===== src/rtl/ctrl_opcode_encoder_if.sv =====
// Handshake bundle for ctrl_opcode_encoder: control-bundle input side, opcode FIFO output side, flush.
// The slave modport is the encoder; the master modport is the producer/consumer driving it.
interface ctrl_opcode_encoder_if;
    logic       InValid;
    logic       InReady;
    logic       RegDst;
    logic       Jump;
    logic       Branch;
    logic       MemRead;
    logic       MemToReg;
    logic       MemWrite;
    logic       ALUSrc;
    logic       RegWrite;
    logic [1:0] ALUOp;
    logic       Flush;
    logic       OutValid;
    logic       OutReady;
    logic [5:0] OutOpCode;
    logic       OutIllegal;

    modport master (
        output InValid, RegDst, Jump, Branch, MemRead, MemToReg, MemWrite, ALUSrc, RegWrite,
        output ALUOp, Flush, OutReady,
        input  InReady, OutValid, OutOpCode, OutIllegal
    );

    modport slave (
        input  InValid, RegDst, Jump, Branch, MemRead, MemToReg, MemWrite, ALUSrc, RegWrite,
        input  ALUOp, Flush, OutReady,
        output InReady, OutValid, OutOpCode, OutIllegal
    );
endinterface


===== src/rtl/ctrl_opcode_encoder.sv =====
// Recovers the MIPS opcode from a control-signal bundle and queues it in a small FIFO.
// Optional saturating statistics counters are built when CTRL_ENC_STATS_EN is defined.
module ctrl_opcode_encoder #(
    parameter int DEPTH = 4,
    parameter int PTR_W = 2
) (
    input  logic                      Clk,
    input  logic                      Rst_n,
    ctrl_opcode_encoder_if.slave      bus,
    output logic [15:0]               EncCount,
    output logic [15:0]               IllegalCount
);

    localparam logic [PTR_W:0] FULL_CNT = DEPTH[PTR_W:0];

    logic [6:0]       mem_q [DEPTH];
    logic [6:0]       mem_d [DEPTH];
    logic [PTR_W-1:0] wr_ptr_q, wr_ptr_d;
    logic [PTR_W-1:0] rd_ptr_q, rd_ptr_d;
    logic [PTR_W:0]   count_q, count_d;

    logic       is_bubble;
    logic [5:0] dec_opcode;
    logic       dec_illegal;
    logic       full;
    logic       empty;
    logic       push;
    logic       pop;

    // Each pattern lists every bit it cares about; bits marked ignored are simply absent.
    always_comb begin
        dec_opcode  = 6'b111111;
        dec_illegal = 1'b1;
        is_bubble   = 1'b0;
        if (bus.RegDst && !bus.ALUSrc && !bus.MemToReg && bus.RegWrite && !bus.MemRead &&
            !bus.MemWrite && !bus.Branch && !bus.Jump && bus.ALUOp == 2'b10) begin
            dec_opcode  = 6'b000000;
            dec_illegal = 1'b0;
        end else if (!bus.RegDst && bus.ALUSrc && bus.MemToReg && bus.RegWrite && bus.MemRead &&
                     !bus.MemWrite && !bus.Branch && !bus.Jump && bus.ALUOp == 2'b00) begin
            dec_opcode  = 6'b100011;
            dec_illegal = 1'b0;
        end else if (bus.ALUSrc && !bus.RegWrite && !bus.MemRead && bus.MemWrite &&
                     !bus.Branch && !bus.Jump && bus.ALUOp == 2'b00) begin
            dec_opcode  = 6'b101011;
            dec_illegal = 1'b0;
        end else if (!bus.RegDst && !bus.MemToReg && !bus.ALUSrc && !bus.RegWrite && !bus.MemRead &&
                     !bus.MemWrite && bus.Branch && !bus.Jump && bus.ALUOp == 2'b01) begin
            dec_opcode  = 6'b000101;
            dec_illegal = 1'b0;
        end else if (!bus.RegDst && bus.ALUSrc && !bus.MemToReg && bus.RegWrite && !bus.MemRead &&
                     !bus.MemWrite && !bus.Branch && !bus.Jump && bus.ALUOp == 2'b11) begin
            dec_opcode  = 6'b001110;
            dec_illegal = 1'b0;
        end else if (!bus.RegDst && !bus.ALUSrc && !bus.MemToReg && !bus.RegWrite && !bus.MemRead &&
                     !bus.MemWrite && !bus.Branch && bus.Jump && bus.ALUOp == 2'b00) begin
            dec_opcode  = 6'b000010;
            dec_illegal = 1'b0;
        end else if (!bus.RegDst && !bus.ALUSrc && !bus.MemToReg && !bus.RegWrite && !bus.MemRead &&
                     !bus.MemWrite && !bus.Branch && !bus.Jump && bus.ALUOp == 2'b10) begin
            is_bubble = 1'b1;
        end
    end

    assign full  = (count_q == FULL_CNT);
    assign empty = (count_q == '0);
    // Bubbles are acknowledged through InReady but never occupy a slot.
    assign push  = bus.InValid && !full && !is_bubble && !bus.Flush;
    assign pop   = !empty && bus.OutReady && !bus.Flush;

    always_comb begin
        mem_d    = mem_q;
        wr_ptr_d = wr_ptr_q;
        rd_ptr_d = rd_ptr_q;
        count_d  = count_q;
        if (bus.Flush) begin
            wr_ptr_d = '0;
            rd_ptr_d = '0;
            count_d  = '0;
        end else begin
            if (push) begin
                mem_d[wr_ptr_q] = {dec_illegal, dec_opcode};
                wr_ptr_d        = wr_ptr_q + PTR_W'(1);
            end
            if (pop) begin
                rd_ptr_d = rd_ptr_q + PTR_W'(1);
            end
            if (push && !pop) begin
                count_d = count_q + (PTR_W+1)'(1);
            end else if (pop && !push) begin
                count_d = count_q - (PTR_W+1)'(1);
            end
        end
    end

    always_ff @(posedge Clk or negedge Rst_n) begin
        if (!Rst_n) begin
            for (int i = 0; i < DEPTH; i++) begin
                mem_q[i] <= '0;
            end
            wr_ptr_q <= '0;
            rd_ptr_q <= '0;
            count_q  <= '0;
        end else begin
            mem_q    <= mem_d;
            wr_ptr_q <= wr_ptr_d;
            rd_ptr_q <= rd_ptr_d;
            count_q  <= count_d;
        end
    end

    assign bus.InReady    = !full;
    assign bus.OutValid   = !empty;
    assign bus.OutOpCode  = mem_q[rd_ptr_q][5:0];
    assign bus.OutIllegal = mem_q[rd_ptr_q][6];

`ifdef CTRL_ENC_STATS_EN
    logic [15:0] enc_cnt_q, enc_cnt_d;
    logic [15:0] ill_cnt_q, ill_cnt_d;

    // Counters survive Flush and stick at all-ones.
    always_comb begin
        enc_cnt_d = enc_cnt_q;
        ill_cnt_d = ill_cnt_q;
        if (push && enc_cnt_q != 16'hFFFF) begin
            enc_cnt_d = enc_cnt_q + 16'd1;
        end
        if (push && dec_illegal && ill_cnt_q != 16'hFFFF) begin
            ill_cnt_d = ill_cnt_q + 16'd1;
        end
    end

    always_ff @(posedge Clk or negedge Rst_n) begin
        if (!Rst_n) begin
            enc_cnt_q <= '0;
            ill_cnt_q <= '0;
        end else begin
            enc_cnt_q <= enc_cnt_d;
            ill_cnt_q <= ill_cnt_d;
        end
    end

    assign EncCount     = enc_cnt_q;
    assign IllegalCount = ill_cnt_q;
`else
    assign EncCount     = '0;
    assign IllegalCount = '0;
`endif

endmodule


===== src/flat_wrapper.sv =====
// flat-port wrapper written by rule: the top's interface ports become plain ports
module ctrl_opcode_encoder_flat 
#(
    parameter int DEPTH = 4,
    parameter int PTR_W = 2
)
  (Clk, Rst_n, EncCount, IllegalCount, bus_InValid, bus_RegDst, bus_Jump, bus_Branch, bus_MemRead, bus_MemToReg, bus_MemWrite, bus_ALUSrc, bus_RegWrite, bus_ALUOp, bus_Flush, bus_OutReady, bus_InReady, bus_OutValid, bus_OutOpCode, bus_OutIllegal);
  ctrl_opcode_encoder_if bus_i ();
  input  logic Clk;
  input  logic Rst_n;
  output logic [15:0] EncCount;
  output logic [15:0] IllegalCount;
  input wire logic [$bits(bus_i.InValid)-1:0] bus_InValid;
  input wire logic [$bits(bus_i.RegDst)-1:0] bus_RegDst;
  input wire logic [$bits(bus_i.Jump)-1:0] bus_Jump;
  input wire logic [$bits(bus_i.Branch)-1:0] bus_Branch;
  input wire logic [$bits(bus_i.MemRead)-1:0] bus_MemRead;
  input wire logic [$bits(bus_i.MemToReg)-1:0] bus_MemToReg;
  input wire logic [$bits(bus_i.MemWrite)-1:0] bus_MemWrite;
  input wire logic [$bits(bus_i.ALUSrc)-1:0] bus_ALUSrc;
  input wire logic [$bits(bus_i.RegWrite)-1:0] bus_RegWrite;
  input wire logic [$bits(bus_i.ALUOp)-1:0] bus_ALUOp;
  input wire logic [$bits(bus_i.Flush)-1:0] bus_Flush;
  input wire logic [$bits(bus_i.OutReady)-1:0] bus_OutReady;
  output wire logic [$bits(bus_i.InReady)-1:0] bus_InReady;
  output wire logic [$bits(bus_i.OutValid)-1:0] bus_OutValid;
  output wire logic [$bits(bus_i.OutOpCode)-1:0] bus_OutOpCode;
  output wire logic [$bits(bus_i.OutIllegal)-1:0] bus_OutIllegal;
  assign bus_i.InValid = bus_InValid;
  assign bus_i.RegDst = bus_RegDst;
  assign bus_i.Jump = bus_Jump;
  assign bus_i.Branch = bus_Branch;
  assign bus_i.MemRead = bus_MemRead;
  assign bus_i.MemToReg = bus_MemToReg;
  assign bus_i.MemWrite = bus_MemWrite;
  assign bus_i.ALUSrc = bus_ALUSrc;
  assign bus_i.RegWrite = bus_RegWrite;
  assign bus_i.ALUOp = bus_ALUOp;
  assign bus_i.Flush = bus_Flush;
  assign bus_i.OutReady = bus_OutReady;
  assign bus_InReady = bus_i.InReady;
  assign bus_OutValid = bus_i.OutValid;
  assign bus_OutOpCode = bus_i.OutOpCode;
  assign bus_OutIllegal = bus_i.OutIllegal;
  ctrl_opcode_encoder #(.DEPTH(DEPTH), .PTR_W(PTR_W)) u_core (.Clk(Clk), .Rst_n(Rst_n), .bus(bus_i), .EncCount(EncCount), .IllegalCount(IllegalCount));
endmodule

===== config.mk =====
export PLATFORM = sky130hd
export DESIGN_NAME = ctrl_opcode_encoder_flat
export DESIGN_NICKNAME = d
export VERILOG_FILES = /design/src/rtl/ctrl_opcode_encoder_if.sv /design/src/rtl/ctrl_opcode_encoder.sv /design/src/flat_wrapper.sv
export SDC_FILE = /design/constraint.sdc
export NUM_CORES = 1
export LEC_CHECK = 0
export CORE_MARGIN = 8
export CORE_UTILIZATION = 40
export DETAILED_ROUTE_END_ITERATION = 8
export GPL_TIMING_DRIVEN = 0
export PLACE_DENSITY = 0.7
export SLEW_MARGIN = 20
export SYNTH_ARGS = -nofsm -noshare
export SYNTH_HDL_FRONTEND = slang
export SYNTH_SLANG_ARGS = --single-unit

===== constraint.sdc =====
create_clock -name Clk -period 2.7 [get_ports Clk]
set_clock_uncertainty 0.05 [all_clocks]
set_input_delay 0.54 -clock Clk [delete_from_list [all_inputs] [get_ports Clk]]
set_output_delay 0.54 -clock Clk [all_outputs]
set_load 0.01 [all_outputs]

==> summary.md <==
| Metric | Value |
|---|---|
| Period utilization | 0.980 |
| GR Util met2 | 0.217 |
| Area grow syn2layout | 26.1% |
| Met1 GRT Util | 0.130 |
| Reg-to-reg critical path startpoint | u_core.count_q[2] |
| GRT met3 Usage | 0.0416 |
| # clock sinks | 31 |
| CP endpoint kind | flop |
| Top FF cell, synth | dfrtp_1 |
| Chip Height | 89.9 um |
| Detail Route Antenna Nets | 0 |
| Sequential fraction of the synthesis area | 0.355 |
| Hold-fix buffers at CTS | 0 |
| Pre-CTS setup slack | -1.03 ns |
| WP depth | 11 |
| Buffer and inverter count on the worst path | 3 |
| Combinational share of power | 0.447 |
| Final #Nets | 294 |
| Synth unique cells | 52 |
| FMAX | 378 MHz |
| DRC viols | 0 |
| Worst Path Required | 2.82 ns |
| Vias in the first global route | 1729 |
| Bufs on Longest Clock Path | 2 |
| P_int | 0.00138 W |
| Slowest CP cell | or4_4 |
| Root Buffer Master | clkbuf_8 |
| Worst Reg-to-Reg Cells | 9 |
| Net Switching | 0.000677 W |
| Layout cells sized above 1 | 0.336 |
| Post-DP HPWL | 3830 um |
| Delay-heaviest family, CP | simple AND/OR/NAND/NOR gates |
| Minimum clock period | 2.65 ns |
| Sequential Power Share | 0.378 |
| CTS buffer count | 5 |
| # setup viols final | 0 |
| Clock-pin slew on the worst setup and hold paths | 0.06 ns |
| Placement row count | 27 |
| Vias | 1737 |
| Clock network power share | 0.175 |
| Die Area | 8090 um2 |
| Worst hold path class | in -> async |
| Initial antenna violation count | 0 |
| Critical path cell sequence | dlygate4sd2_1 -> or4_4 -> nor3_4 -> buf_6 -> nor4_4 -> fa_2 -> buf_4 -> o211ai_1 -> or4_1 -> o211ai_1 -> a32o_1 |
| Worst r2r dst | u_core.count_q[2] |
| Max-Cap Viols | 0 |
| Post-Synthesis Cells | 209 |
| # diodes | 0 |
| Static Leak | 1.18 nW |
| First-pass GRT wire length | 8240 um |
| Top Usage Layer GRT | met2 |
| Worst skew pair latency | 0.27 ns |
| # IOs | 56 |
| Setup WS post-layout | 0.0528 ns |
| Status | finished, final reports clean |
| Crit path kind | in -> reg |
| EDFF count, synth | 0 |
| Routed WL | 4930 um |
| CTS tree | yes |
| Grt total ovfl | 0 |
| Cell mode on critical path | o211ai_1 |
| Critical path launch point type | input port |
| Switching share of power | 0.329 |
| Ys async rst share | 1.00 |
| Synthesized area | 2190 um2 |
| GP Congestion | 0.832 |
| Peak supply drop | 332 uV |
| Worst setup startpoint | bus_RegWrite |
| Reg2Reg Setup Slack | 0.14 ns |
| Max incr delay on CP | 0.53 ns |
| Final Hold Fails | 0 |
| Vias per cell | 5.02 |
| Worst slew margin | 0.537 |
| Gr usage total | 0.121 |
| Final Max Slew Viols | 0 |
| Wire length per cell | 14.2 um |
| Setup TNS | 0 ns |
| Worst-margin pin slew | 0.694 ns |
| Avg Inst Size Synth | 10.5 um2 |
| Initial DRC count | 88 |
| Max H-tree Level | 2 |
| Port buffer count | 23 |
| Post-synthesis register bit count | 31 |
| Worst endpoint data arrival time | 2.76 ns |
| Yosys warns | 0 |
| Die width | 89.9 um |
| Worst Path Max Fanout | 4 |
| First-pass detailed-route iteration total | 4 |
| Capture point of the worst path | u_core.count_q[2] |
| Cell area power density | 746 nW/um2 |
| Core area | 5410 um2 |
| Initial Util | 0.405 |
| Largest net degree at the start of global routing | 32 |
[cell usage after synthesis, drive strengths merged (2+ instances only)]
cell type	instances	share of area
o31ai	20	0.069
nand3	3	0.0069
nand2	3	0.0051
o21a	3	0.010
buf	38	0.13
or3b	3	0.012
nor2	9	0.015
nand4	2	0.0057
nor4b	2	0.0080
o21ai	9	0.021
dfrtp	31	0.35
or4	3	0.012
and3b	3	0.013
o211ai	3	0.010
nor2b	3	0.0086
mux2	14	0.072
mux4	6	0.062
clkbuf	3	0.0051
a21oi	2	0.0046
nand2b	4	0.011
nor4	2	0.0057
a21boi	2	0.0069
or3	7	0.022
nand3b	2	0.0069
nor3	6	0.019
nand4b	2	0.0080
ha	4	0.023
inv	4	0.0069
[final cells by class]
type	instances	area [um2]
inverters	4	15.0
clock buffers	6	82.6
clock inverters	1	5.00
fillers	502	2650
repair buffers	32	259
plain buffers	36	270
multi-input cells	164	1260
well taps	72	90.1
flip-flops and latches	31	777
[registers in the layout, summed over array words and instances (netlist names)]
register         flops
u_core.mem_q        24
u_core.count_q       3
u_core.rd_ptr_q      2
u_core.wr_ptr_q      2
[repair_timing]
action | in CTS | in global routing
setup buffers | 7 | 2
gates resized for setup | 20 | 18
pin swaps | 5 | 7
setup endpoints to repair | 9 | 1
gates cloned | 0 | 0
[cell families (layout without fill, tap and decap cells)]
group                      count (synthesis)  after routing  share of synthesized area
and+or+nand+nor                           58             58                      0.176
muxes                                     20             20                      0.134
adders and majority gates                  5              5                     0.0320
AOI/OAI and AO/OA                         47             47                      0.156
buffers and inverters                     45             79                      0.138
xor gates and xnor gates                   2              2                    0.00801
DFF                                       31             31                      0.355
other                                      1             32                    0.00171
[cells in the final DEF (no fill, tap or decap), types with 3 or more instances in the layout]
cell             Yosys  final
nor2_1               9      9
o21ai_0              9      9
o21a_1               3      3
nand2b_1             4      4
o31ai_1             20     20
dfrtp_1             31     30
dlygate4sd2_1        0      5
mux4_2               6      6
mux2_2              12     12
clkbuf_2             0      6
or3_1                6      6
nor2b_1              3      3
ha_1                 4      4
o211ai_1             3      3
conb_1               1     32
nor3_1               5      5
inv_1                4      4
clkdlybuf4s50_1      0     10
buf_4               35     43
nand3_1              3      3
clkbuf_8             0      6
[power groups by stage]
stage	registers, W	logic (W)	clock network (W)
final	0.000778	0.000920	0.000359
after global routing	0.000808	0.00100	0.000391
after CTS	0.000778	0.000922	0.000372
after detailed placement	0.000753	0.000932	0
after global placement	0.000743	0.000916	0
after floorplan	0.000717	0.000640	0
[worst min path at each step]
| stage | endpoint | depth (start not counted) | start |
|---|---|---|---|
| 2_1_floorplan | u_core.count_q[0] | 0 | Rst_n |
| 3_3_place_gp | u_core.mem_q[3] | 2 | u_core.mem_q[3] |
| 3_5_place_dp | u_core.mem_q[3] | 2 | u_core.mem_q[3] |
| 4_1_cts | u_core.mem_q[23] | 1 | Rst_n |
| 5_1_grt | u_core.mem_q[19] | 1 | Rst_n |
| 6_report | u_core.mem_q[9] | 1 | Rst_n |
[per-stage QoR]
stage / hold slack (ns) / util / total power, W / instances / instance area (um2)
floorplan: 0.194 / - / 0.00136 / 240 / 2320
global placement: 0.429 / 0.489 / 0.00166 / 335 / 2640
detailed placement: 0.443 / 0.488 / 0.00169 / 335 / 2640
CTS: 0.278 / 0.513 / 0.00207 / 346 / 2770
global route: 0.303 / 0.510 / 0.00220 / 346 / 2760
finish: 0.254 / 0.510 / 0.00206 / 346 / 2760
[metal layers]
layer | vias to the layer above | wire length [um]
met5 | - | 0
met1 | 823 | 1980
met4 | 0 | 77
met2 | 55 | 2510
met3 | 9 | 366
li1 | 850 | -
Note: power is estimated with default switching activity, not from simulation.
